[src/rtl/axil_gpio_pkg.sv]
// Shared definitions for the AXI4-Lite GPIO bank.
// Holds the per-channel register offsets (byte offsets inside a 16-byte
// channel window), the AXI response codes and a helper that expands the
// four write strobes into a 32-bit bit mask.
package axil_gpio_pkg;

  localparam logic [3:0] OFS_DATA_OUT = 4'h0;
  localparam logic [3:0] OFS_DATA_IN  = 4'h4;
  localparam logic [3:0] OFS_EDGE_STS = 4'h8;
  localparam logic [3:0] OFS_EDGE_EN  = 4'hC;

  localparam logic [1:0] RESP_OKAY   = 2'b00;
  localparam logic [1:0] RESP_SLVERR = 2'b10;

  // One bit of mask per data bit, set where the owning byte lane is enabled.
  function automatic logic [31:0] lane_mask(input logic [3:0] strb);
    return {{8{strb[3]}}, {8{strb[2]}}, {8{strb[1]}}, {8{strb[0]}}};
  endfunction

endpackage

[src/rtl/axil_gpio_bank_channel.sv]
// One GPIO channel of the bank.
// Holds the DATA_OUT and EDGE_EN registers, the gpio_in synchroniser,
// the previous-sample flop used for rising-edge detection and the W1C
// EDGE_STS register. Register access comes from the AXI front end in the
// top level as a qualified write strobe plus a combinational read port.
// Ports:
//   clk, rst        clock and synchronous active-high reset
//   wr_en           write to this channel this cycle (already decoded)
//   wr_ofs          byte offset of the written register inside the window
//   wdata, wstrb    write data and byte enables
//   rd_ofs          byte offset of the register to present on rd_data
//   rd_data         zero-extended register value
//   gpio_in         asynchronous pin inputs
//   gpio_out        DATA_OUT register
//   irq_req         any enabled edge status bit set
module gpio_channel
  import axil_gpio_pkg::*;
#(
  parameter int GPIO_W      = 8,
  parameter int SYNC_STAGES = 2
) (
  input  logic              clk,
  input  logic              rst,
  input  logic              wr_en,
  input  logic [3:0]        wr_ofs,
  input  logic [31:0]       wdata,
  input  logic [3:0]        wstrb,
  input  logic [3:0]        rd_ofs,
  output logic [31:0]       rd_data,
  input  logic [GPIO_W-1:0] gpio_in,
  output logic [GPIO_W-1:0] gpio_out,
  output logic              irq_req
);

  logic [GPIO_W-1:0] data_out;
  logic [GPIO_W-1:0] edge_sts;
  logic [GPIO_W-1:0] edge_en;
  logic [GPIO_W-1:0] sync_ff [SYNC_STAGES];
  logic [GPIO_W-1:0] prev;
  logic [GPIO_W-1:0] rise;
  logic [GPIO_W-1:0] clr;
  logic [GPIO_W-1:0] mask_w;
  logic [GPIO_W-1:0] wdata_w;
  logic [31:0]       mask;
  logic              unused_bits;

  // Bits of the bus above GPIO_W have no storage behind them.
  assign mask        = lane_mask(wstrb);
  assign mask_w      = mask[GPIO_W-1:0];
  assign wdata_w     = wdata[GPIO_W-1:0];
  assign unused_bits = ^{mask, wdata};

  assign rise = sync_ff[SYNC_STAGES-1] & ~prev;

  // W1C clear vector; only nonzero on a write to EDGE_STS.
  assign clr = (wr_en && (wr_ofs == OFS_EDGE_STS)) ? (wdata_w & mask_w) : '0;

  // Synchroniser chain and previous-sample flop for edge detection.
  always_ff @(posedge clk) begin
    if (rst) begin
      for (int i = 0; i < SYNC_STAGES; i++) sync_ff[i] <= '0;
      prev <= '0;
    end else begin
      sync_ff[0] <= gpio_in;
      for (int i = 1; i < SYNC_STAGES; i++) sync_ff[i] <= sync_ff[i-1];
      prev <= sync_ff[SYNC_STAGES-1];
    end
  end

  // Edge status: the set term is applied after the clear, so a rise that
  // lands in the same cycle as a W1C of that bit keeps the bit set.
  always_ff @(posedge clk) begin
    if (rst) edge_sts <= '0;
    else     edge_sts <= (edge_sts & ~clr) | rise;
  end

  // Byte-lane merged updates of the two read/write registers.
  always_ff @(posedge clk) begin
    if (rst) begin
      data_out <= '0;
      edge_en  <= '0;
    end else if (wr_en) begin
      case (wr_ofs)
        OFS_DATA_OUT: data_out <= (data_out & ~mask_w) | (wdata_w & mask_w);
        OFS_EDGE_EN:  edge_en  <= (edge_en  & ~mask_w) | (wdata_w & mask_w);
        default: ;
      endcase
    end
  end

  // Read port, zero-extended to the bus width.
  always_comb begin
    rd_data = '0;
    case (rd_ofs)
      OFS_DATA_OUT: rd_data[GPIO_W-1:0] = data_out;
      OFS_DATA_IN:  rd_data[GPIO_W-1:0] = sync_ff[SYNC_STAGES-1];
      OFS_EDGE_STS: rd_data[GPIO_W-1:0] = edge_sts;
      OFS_EDGE_EN:  rd_data[GPIO_W-1:0] = edge_en;
      default: ;
    endcase
  end

  assign gpio_out = data_out;
  assign irq_req  = |(edge_sts & edge_en);

endmodule

[src/rtl/axil_gpio_bank.sv]
// AXI4-Lite slave exposing NUM_CH GPIO channels of GPIO_W bits each.
// Each channel occupies a 16-byte window (addr[ADDR_W-1:4] selects the
// channel, addr[3:2] the register). This level handles the AW/W/B and
// AR/R handshakes, address decode and the registered interrupt; the
// per-channel registers live in gpio_channel.
// Ports:
//   aclk, areset     clock and synchronous active-high reset
//   s_axil_aw*/w*/b* write address, data and response channels
//   s_axil_ar*/r*    read address and data channels
//   gpio_out         channel outputs, channel c at [c*GPIO_W +: GPIO_W]
//   gpio_in          asynchronous channel inputs, same packing
//   irq              level interrupt, OR of enabled edge status
module axil_gpio_bank
  import axil_gpio_pkg::*;
#(
  parameter int NUM_CH      = 2,
  parameter int GPIO_W      = 8,
  parameter int ADDR_W      = 8,
  parameter int SYNC_STAGES = 2
) (
  input  logic                     aclk,
  input  logic                     areset,
  input  logic [ADDR_W-1:0]        s_axil_awaddr,
  input  logic                     s_axil_awvalid,
  output logic                     s_axil_awready,
  input  logic [31:0]              s_axil_wdata,
  input  logic [3:0]               s_axil_wstrb,
  input  logic                     s_axil_wvalid,
  output logic                     s_axil_wready,
  output logic [1:0]               s_axil_bresp,
  output logic                     s_axil_bvalid,
  input  logic                     s_axil_bready,
  input  logic [ADDR_W-1:0]        s_axil_araddr,
  input  logic                     s_axil_arvalid,
  output logic                     s_axil_arready,
  output logic [31:0]              s_axil_rdata,
  output logic [1:0]               s_axil_rresp,
  output logic                     s_axil_rvalid,
  input  logic                     s_axil_rready,
  output logic [NUM_CH*GPIO_W-1:0] gpio_out,
  input  logic [NUM_CH*GPIO_W-1:0] gpio_in,
  output logic                     irq
);

  localparam int CH_W = ADDR_W - 4;
  localparam logic [CH_W:0] NUM_CH_L = (CH_W+1)'(NUM_CH);

  logic              aw_held;
  logic [ADDR_W-1:0] aw_addr_q;
  logic              w_held;
  logic [31:0]       wdata_q;
  logic [3:0]        wstrb_q;
  logic              bvalid_q;
  logic [1:0]        bresp_q;
  logic              rvalid_q;
  logic [31:0]       rdata_q;
  logic [1:0]        rresp_q;
  logic              irq_q;

  logic              aw_fire;
  logic              w_fire;
  logic              ar_fire;
  logic              do_write;
  logic [ADDR_W-1:0] wr_addr;
  logic [31:0]       wr_data;
  logic [3:0]        wr_strb;
  logic [CH_W-1:0]   wr_ch;
  logic [CH_W-1:0]   rd_ch;
  logic              wr_ok;
  logic              rd_ok;
  logic [NUM_CH-1:0] ch_wr_en;
  logic [NUM_CH-1:0] irq_vec;
  logic [31:0]       ch_rd [NUM_CH];
  logic [31:0]       rd_sel;
  logic              unused_addr;

  assign unused_addr = ^{s_axil_awaddr[1:0], s_axil_araddr[1:0]};

  assign s_axil_awready = !aw_held && !bvalid_q;
  assign s_axil_wready  = !w_held && !bvalid_q;
  assign s_axil_arready = !rvalid_q;

  assign aw_fire = s_axil_awvalid && s_axil_awready;
  assign w_fire  = s_axil_wvalid && s_axil_wready;
  assign ar_fire = s_axil_arvalid && s_axil_arready;

  // A write commits in the cycle both halves are available, whether each
  // half was captured earlier or is handshaking right now.
  assign do_write = (aw_held || aw_fire) && (w_held || w_fire);
  assign wr_addr  = aw_held ? aw_addr_q : s_axil_awaddr;
  assign wr_data  = w_held  ? wdata_q   : s_axil_wdata;
  assign wr_strb  = w_held  ? wstrb_q   : s_axil_wstrb;

  assign wr_ch = wr_addr[ADDR_W-1:4];
  assign rd_ch = s_axil_araddr[ADDR_W-1:4];
  assign wr_ok = {1'b0, wr_ch} < NUM_CH_L;
  assign rd_ok = {1'b0, rd_ch} < NUM_CH_L;

  for (genvar c = 0; c < NUM_CH; c++) begin : g_ch
    assign ch_wr_en[c] = do_write && wr_ok && (wr_ch == CH_W'(c));

    gpio_channel #(
      .GPIO_W      (GPIO_W),
      .SYNC_STAGES (SYNC_STAGES)
    ) u_ch (
      .clk      (aclk),
      .rst      (areset),
      .wr_en    (ch_wr_en[c]),
      .wr_ofs   ({wr_addr[3:2], 2'b00}),
      .wdata    (wr_data),
      .wstrb    (wr_strb),
      .rd_ofs   ({s_axil_araddr[3:2], 2'b00}),
      .rd_data  (ch_rd[c]),
      .gpio_in  (gpio_in[c*GPIO_W +: GPIO_W]),
      .gpio_out (gpio_out[c*GPIO_W +: GPIO_W]),
      .irq_req  (irq_vec[c])
    );
  end

  // Channel read mux; out-of-range channels fall through to zero.
  always_comb begin
    rd_sel = '0;
    for (int c = 0; c < NUM_CH; c++) begin
      if (rd_ch == CH_W'(c)) rd_sel = ch_rd[c];
    end
  end

  // Write channel: AW and W are captured independently, the response is
  // raised the cycle after the register update and held until bready.
  always_ff @(posedge aclk) begin
    if (areset) begin
      aw_held   <= 1'b0;
      aw_addr_q <= '0;
      w_held    <= 1'b0;
      wdata_q   <= '0;
      wstrb_q   <= '0;
      bvalid_q  <= 1'b0;
      bresp_q   <= RESP_OKAY;
    end else begin
      if (do_write) begin
        aw_held  <= 1'b0;
        w_held   <= 1'b0;
        bvalid_q <= 1'b1;
        bresp_q  <= wr_ok ? RESP_OKAY : RESP_SLVERR;
      end else begin
        if (aw_fire) begin
          aw_held   <= 1'b1;
          aw_addr_q <= s_axil_awaddr;
        end
        if (w_fire) begin
          w_held  <= 1'b1;
          wdata_q <= s_axil_wdata;
          wstrb_q <= s_axil_wstrb;
        end
        if (bvalid_q && s_axil_bready) bvalid_q <= 1'b0;
      end
    end
  end

  // Read channel: data is captured at the AR handshake and held until
  // the master takes it; arready stays low while a response is pending.
  always_ff @(posedge aclk) begin
    if (areset) begin
      rvalid_q <= 1'b0;
      rdata_q  <= '0;
      rresp_q  <= RESP_OKAY;
    end else if (ar_fire) begin
      rvalid_q <= 1'b1;
      rdata_q  <= rd_ok ? rd_sel : '0;
      rresp_q  <= rd_ok ? RESP_OKAY : RESP_SLVERR;
    end else if (rvalid_q && s_axil_rready) begin
      rvalid_q <= 1'b0;
    end
  end

  // Registered interrupt so irq is glitch-free at the pin.
  always_ff @(posedge aclk) begin
    if (areset) irq_q <= 1'b0;
    else        irq_q <= |irq_vec;
  end

  assign s_axil_bvalid = bvalid_q;
  assign s_axil_bresp  = bresp_q;
  assign s_axil_rvalid = rvalid_q;
  assign s_axil_rdata  = rdata_q;
  assign s_axil_rresp  = rresp_q;
  assign irq           = irq_q;

endmodule

[config.mk]
export PLATFORM = sky130hd
export DESIGN_NAME = axil_gpio_bank
export DESIGN_NICKNAME = d
export VERILOG_FILES = /design/src/rtl/axil_gpio_pkg.sv /design/src/rtl/axil_gpio_bank_channel.sv /design/src/rtl/axil_gpio_bank.sv
export SDC_FILE = /design/constraint.sdc
export NUM_CORES = 1
export LEC_CHECK = 0
export BUFFER_PORTS_ARGS = -buffer_cell sky130_fd_sc_hd__buf_2
export CAP_MARGIN = 0
export CORE_MARGIN = 4
export CORE_UTILIZATION = 30
export DETAILED_ROUTE_END_ITERATION = 8
export GPL_TIMING_DRIVEN = 0
export PLACE_DENSITY = 0.47
export REMOVE_ABC_BUFFERS = 1
export SKIP_LAST_GASP = 1
export SYNTH_ARGS = -nofsm -noshare
export SYNTH_HDL_FRONTEND = slang
export SYNTH_SLANG_ARGS = --single-unit
[constraint.sdc]
create_clock -name aclk -period 2.15 [get_ports aclk]
set_input_delay 0.1075 -clock aclk [delete_from_list [all_inputs] [get_ports aclk]]
set_output_delay 0.1075 -clock aclk [all_outputs]
set_load 0.005 [all_outputs]
==> out/metrics.cfg, run 1 <==
[outcome]
status=completed

[sta]
timing.slew.headroom_pct=36.3
skew_ns=0.00996
hold_viol_final=0
setup_violations=0
clock.fmax_ghz=0.496
slew_violations=0
post-route-period-util_pct=93.8
worst_pin_slew_ns=0.952
grt_setup_unrepaired=false
finalSetupTns_ns=0
period_needed_ns=2.02

[final_layout]
fin_area_mm2=0.00676
antenna_cells=0
drive_above_1_share_pct=24.9
layout_common_cells=dfxtp_1 (124), buf_2 (74), nor2b_1 (49), mux2i_1 (40), nand2_1 (35)
layout_commonest_cell=dfxtp_1
areaGrowthSynthToFinish_pct=28.7
fin_nets=677

[routing]
drcViolationCount=0
vias_per_cell=4.79
wl_per_cell_um=17.2
finalWirelength_um=14400
vias=4022
drtPass1Iterations=5
postRouteAntennaNets=0
drt_iter0_drc=332

[synthesis]
synthesis.area_mm2=0.00525
synth_flop_cell=dfxtp_1
synth_cells=502
synth_edf_count=0
ys_types=43
yosys.area_share.simple_pct=14.3
synth_xor_area_share_pct=0
synth_compound_area_share_pct=13.7
seq_area_frac_synth_pct=48.0
ys_top_cells_by_area=dfxtp_1 (48%), mux2i_1 (7.8%), mux4_2 (6.9%)
async_reset_ff_share_pct=0
synthMuxAreaShare_pct=15.1
synth_top_family_by_area=multiplexers
yosysTopAreaCellShare_pct=48.0
syn_avg_cell_area_um2=10.5
yosys.area.top_type=dfxtp_1
yosysWarnings=0
ys_ff_latch=126
synth_fa_ha_area_share_pct=0

[placement]
gp_congestion=0.719
placedInstanceArea_mm2=0.00567
numPortBuffers=75
dp_hpwl_um=8830

[pwr]
ir_drop_uv=529
power_density_mw_per_mm2=907
p_leak_nw=2.79
power.total_mw=6.13

[grt]
grt.overflow.total=0
antenna_found_initial=0
grt_usage_pct=14.8
grt_max_degree=53
grt_pass1_vias=3914
grt_pass1_wl_um=22400

[clocking]
h-tree-depth=4
clock_latency_ns=0.41
path_clk_slew_ns=0.05
cts_max_path_buffers=2
clock-sinks=126
root_buffer=clkbuf_16
tritoncts=yes
cts_buffers=17

[worst_setup_path]
cpMaxStageDelayCell=dfxtp_2
reg2reg_depth=5
cp_cell_sequence=or3b_1 -> a221oi_4 -> buf_4 -> a21oi_1 -> a311oi_1
crit_start=aw_held
path_class=flip-flop to flip-flop
cp-start-kind=flip-flop
worstPathMaxFanout=16
crit_path_end_kind=flip-flop
arrival_ns=2.33
worstPathRequired_ns=2.47
critPathMaxStageDelay_ns=0.51
reg2reg_from=aw_held

[hold_path]
min_path_type=input port to flip-flop
worstHoldPathCells=3
worstHoldStart=s_axil_wvalid

[floorplanning]
rows=48
ioPinCount=133
die_area_mm2=0.0197
start_util_pct=30.5
die_h_um=140
core_mm2=0.0172
die_w_um=140

[job]
drv_cap=0

[final cells by class]
class	instances	area [µm²]
clock buffer	25	495
clock inverter	6	130
fill	1685	10500
inverter	28	105
multi-input combinational	316	2450
sequential	126	2530
tap	225	282
timing repair buffer	113	771
[synthesized netlist by cell type, types with 3 or more instances]
library cell  number
buf_4             30
nor3_1             4
inv_1             28
dfxtp_1          126
mux2i_1           41
mux4_2            16
a21oi_1           19
or2_2              8
nor2_1            23
a222oi_1           7
a32oi_1           16
nand3b_1           3
a221oi_1           3
buf_2              7
a311oi_1          14
a22oi_1            3
a22o_1             3
nand2_1           35
clkbuf_1          19
o21ai_1           16
nor2b_1           50
nand2b_1           3
[per-stage QoR]
stage	hold slack, ns	worst slack, ns	utilization (%)	cells
floorplan	0.175	-0.264	-	469
global placement	0.316	-1.53	32.8	769
detailed placement	0.320	-1.50	32.9	770
CTS	0.0222	-0.0117	39.0	838
global route	0.0488	0.0106	39.2	839
finish	0.0387	0.134	39.2	839
[worst paths after layout]
path	endpoint	slack (ns)
worst max-delay path	flip-flop	0.13
worst min-delay path	w_held	0.04
worst min register to register	g_ch[0].u_ch.sync_ff[0][15]	0.43
worst max register to register	flip-flop	0.13
[metal layers]
layer  wire length [µm]  GRT usage (%)
met4                272           6.37
met5                  0              0
met3                835           3.99
met1               6490           19.5
met2               6820           22.8
[worst max-delay path: cells and delay by family, from the launching register on]
| family | cells | cell delay (ns) |
|---|---|---|
| flip-flops | 1 | 0.51 |
| AND/OR/NAND/NOR | 1 | 0.43 |
| buffers and inverters | 1 | 0.31 |
| AO/OA/AOI/OAI | 3 | 0.66 |
[power by group]
part           internal, mW  switching [mW]
logic                 0.254           0.290
registers              2.45           0.102
clock network          2.05           0.980
[kinds of logic (layout without fill, tap and decap cells)]
kind of cell	Yosys count	count (layout)
AND/OR/NAND/NOR	138	138
flip-flops	126	126
AO/OA/AOI/OAI	92	93
buffers and inverters	86	172
multiplexers	59	59
other	1	26
[repair_timing]
| item | in CTS | in global routing |
|---|---|---|
| hold buffers | 33 | 0 |
| pin swaps | 3 | 0 |
| endpoints found under the setup margin | 58 | 40 |
| buffers inserted | 3 | 1 |
| gates resized for setup | 13 | 4 |
| hold endpoints to repair | 33 | 0 |
| gates cloned | 1 | 0 |
(Power assumes the default switching activity.)
==> run 2: changes to the inputs <==
--- a/config.mk
+++ b/config.mk
@@ -5,13 +5,14 @@
 export SDC_FILE = /design/constraint.sdc
 export NUM_CORES = 1
 export LEC_CHECK = 0
+export ABC_AREA = 1
 export BUFFER_PORTS_ARGS = -buffer_cell sky130_fd_sc_hd__buf_2
 export CAP_MARGIN = 0
 export CORE_MARGIN = 4
 export CORE_UTILIZATION = 30
 export DETAILED_ROUTE_END_ITERATION = 8
 export GPL_TIMING_DRIVEN = 0
-export PLACE_DENSITY = 0.47
+export PLACE_DENSITY = 0.46
 export REMOVE_ABC_BUFFERS = 1
 export SKIP_LAST_GASP = 1
 export SYNTH_ARGS = -nofsm -noshare
==> run 2 against run 1 <==
  * Non-clock buffer count is 7 lower
  * Largest power group unchanged
  * Critical path type unchanged
  * Count of clock-buffer cells in the layout shrank 2
  * Worst hold slack worse by 0.017 ns
  * First-iteration DRC count down 15%
  * Combinational power increased by 18%
  * Highest routed layer unchanged
  * Worst setup slack improved by 0.13 ns
  * Synthesized cell count grew 67%
  * Clock power shrank 14%
  * Synthesized area grew 12%
  * Via count grew 27%
  * Wire length is 13% higher
  * Core utilization shrank 1.5 points
==> out/metrics.cfg, run 2 <==
[pwr]
power.total_mw=5.75  ; -6.2%
ir_drop_uv=525  ; -0.63%
p_leak_nw=3.29  ; +18%
power_density_mw_per_mm2=803  ; -12%

[worst_setup_path]
crit_path_end_kind=flip-flop
path_class=flip-flop to flip-flop
arrival_ns=2.21  ; -0.12 ns
worstPathMaxFanout=18  ; +2
worstPathRequired_ns=2.47  ; about the same
cp-start-kind=flip-flop

[synthesis]
seq_area_frac_synth_pct=42.9  ; -5.2 points
ys_top_cells_by_area=dfxtp_1 (43%), nor2_1 (12%), nand2_1 (11%)
synth_cells=837  ; +67%
synthesis.area_mm2=0.00588  ; +12%
async_reset_ff_share_pct=0  ; unchanged
synth_common_cells=nor2_1 (182), nand2_1 (172), dfxtp_1 (126), inv_1 (117), o21ai_0 (41)
yosysWarnings=0  ; unchanged
synth_flop_cell=dfxtp_1
synth_edf_count=0  ; unchanged
ys_types=28  ; -35%
yosysTopAreaCellShare_pct=42.9  ; -5.2 points
yosysMostFrequentCell=nor2_1
yosys.area.top_type=dfxtp_1
ys_ff_latch=126  ; unchanged
syn_avg_cell_area_um2=7.03  ; -33%

[placement]
numPortBuffers=75  ; unchanged
placedInstanceArea_mm2=0.00631  ; +11%
dp_hpwl_um=11200  ; +27%
gp_congestion=0.822  ; +14%
dp_slack_ns=-0.0419  ; +1.46 ns

[final_layout]
layout_common_cells=nor2_1 (182), nand2_1 (172), dfxtp_1 (125), inv_1 (117), buf_2 (74)
layout_commonest_cell=nor2_1
final_core_util_pct=37.7  ; -1.5 points
fin_nets=1009  ; +49%
drive_above_1_share_pct=15.9  ; -9.1 points
areaGrowthSynthToFinish_pct=21.8
fin_area_mm2=0.00716  ; +6.0%
antenna_cells=0  ; unchanged

[floorplanning]
core_mm2=0.0190  ; +10%
ioPinCount=133  ; unchanged
die_w_um=148  ; +5.5%
die_area_mm2=0.0219  ; +11%
rows=50  ; +4.2%
die_h_um=148  ; +5.5%
start_util_pct=30.9  ; +0.47 points

[sta]
skew_ns=0.0115  ; +0.00150 ns
period_needed_ns=1.89  ; -0.127 ns
grt_setup_unrepaired=false
timing.slew.headroom_pct=31.3  ; -4.9 points
setup_slack_ns=0.261  ; +0.127 ns
setup_violations=0  ; unchanged
hold_viol_final=0  ; unchanged
worst_pin_slew_ns=1.02  ; +0.0669 ns
finalSetupTns_ns=0  ; unchanged
slew_violations=0  ; unchanged
clock.fmax_ghz=0.529  ; +6.7%
post-route-period-util_pct=87.8  ; -5.9 points

[routing]
postRouteAntennaNets=0  ; unchanged
wl_per_cell_um=13.5  ; -21%
vias=5122  ; +27%
vias_per_cell=4.25  ; -11%
drtPass1Iterations=5  ; unchanged
finalWirelength_um=16300  ; +13%
drt_iter0_drc=281  ; -15%
drcViolationCount=0  ; unchanged

[grt]
grt_pass1_wl_um=26200  ; +17%
grt_pass1_vias=4924  ; +26%
grt.overflow.total=0  ; unchanged
grt_max_degree=76  ; +43%
antenna_found_initial=0  ; unchanged
grt_usage_pct=15.5  ; +0.74 points

[clocking]
cts_buffers=17  ; unchanged
root_buffer=clkbuf_16
clock-sinks=126  ; unchanged
clock_latency_ns=0.43  ; +0.02 ns
path_clk_slew_ns=0.06  ; about the same
h-tree-depth=4  ; unchanged
tritoncts=yes
cts_max_path_buffers=2  ; unchanged

[hold_path]
min_path_type=input port to flip-flop

[job]
drv_cap=0  ; unchanged

[outcome]
status=completed

-- run 2: changes by cell type in the layout (fill, tap and decap cells not counted), sizes merged, moves of 33 or more --
cell | previous run | this run
inv | 28 | 131
nor2b | 50 | 0
nand2 | 35 | 186
mux2i | 41 | 0
nand4 | 0 | 39
o21ai | 16 | 54
nor2 | 23 | 196
nand3 | 1 | 34
-- run 2: per-layer routing --
| layer | global-route usage (%) | up-vias | share of wire [%] |
|---|---|---|---|
| li1 | - | 2715 | - |
| met1 | 20.2 | 2293 | 46 |
| met2 | 25.2 | 95 | 48 |
| met3 | 3.49 | 19 | 4.2 |
| met4 | 5.91 | 0 | 1.6 |
| met5 | 0 | - | 0 |
-- run 2: power by group --
group          total, mW  internal, mW  switching [mW]
clock               2.61          1.60            1.01
combinational      0.642         0.211           0.430
sequential          2.50          2.44          0.0570
-- run 2: final timing paths --
path	start	end	slack, ns	cells past startpoint
hold reg to reg	g_ch[0].u_ch.sync_ff[0][5]	g_ch[0].u_ch.sync_ff[0][13]	0.40	2
setup / recovery	aw_held	g_ch[0].u_ch.edge_sts[6]	0.26	9
setup reg to reg	aw_held	g_ch[0].u_ch.edge_sts[6]	0.26	9
hold / removal	s_axil_awaddr[3]	aw_addr_q[3]	0.02	3
-- run 2: worst max-delay path, cell delays in order, from the launching register on --
cell and delay, ns:
dfxtp_1 0.58, inv_6 0.10, nand2_2 0.09, nand2_4 0.15, inv_4 0.23, nand3_4 0.17
inv_2 0.16, nand3_1 0.14, nand2_1 0.11, nand2_1 0.05
-- run 2: timing repair --
| item | CTS | global route |
|---|---|---|
| buffers inserted | 0 | 0 |
| pin swaps | 1 | 0 |
| hold endpoints to repair | 31 | 0 |
| gates cloned | 1 | 0 |
| hold buffers | 31 | 0 |
| resized for setup | 1 | 1 |
| endpoints found under the setup margin | 32 | 39 |
-- run 2: per-stage QoR --
step                instances  hold slack (ns)
floorplan                 808            0.170
global placement         1143            0.304
detailed placement       1143            0.313
CTS                      1206          0.00770
global route             1206           0.0336
finish                   1206           0.0215
-- run 2: kinds of logic (layout without fill, tap and decap cells) --
group                  after synthesis  count (layout)  share of synthesized area [%]
and+or+nand+nor                    454             455                           35.8
buffers and inverters              185             268                           14.8
DFF                                126             126                           42.9
AOI/OAI and AO/OA                   71              71                           6.40
other                                1              26                         0.0638
-- run 2: area by class of cell --
type / instances / area (µm²)
fillers: 2105 / 11900
multi-input cells: 552 / 2590
flip-flops and latches: 126 / 2520
repair buffers: 106 / 688
inverters: 131 / 507
clock buffers: 23 / 458
well taps: 260 / 325
clock inverters: 8 / 67.6
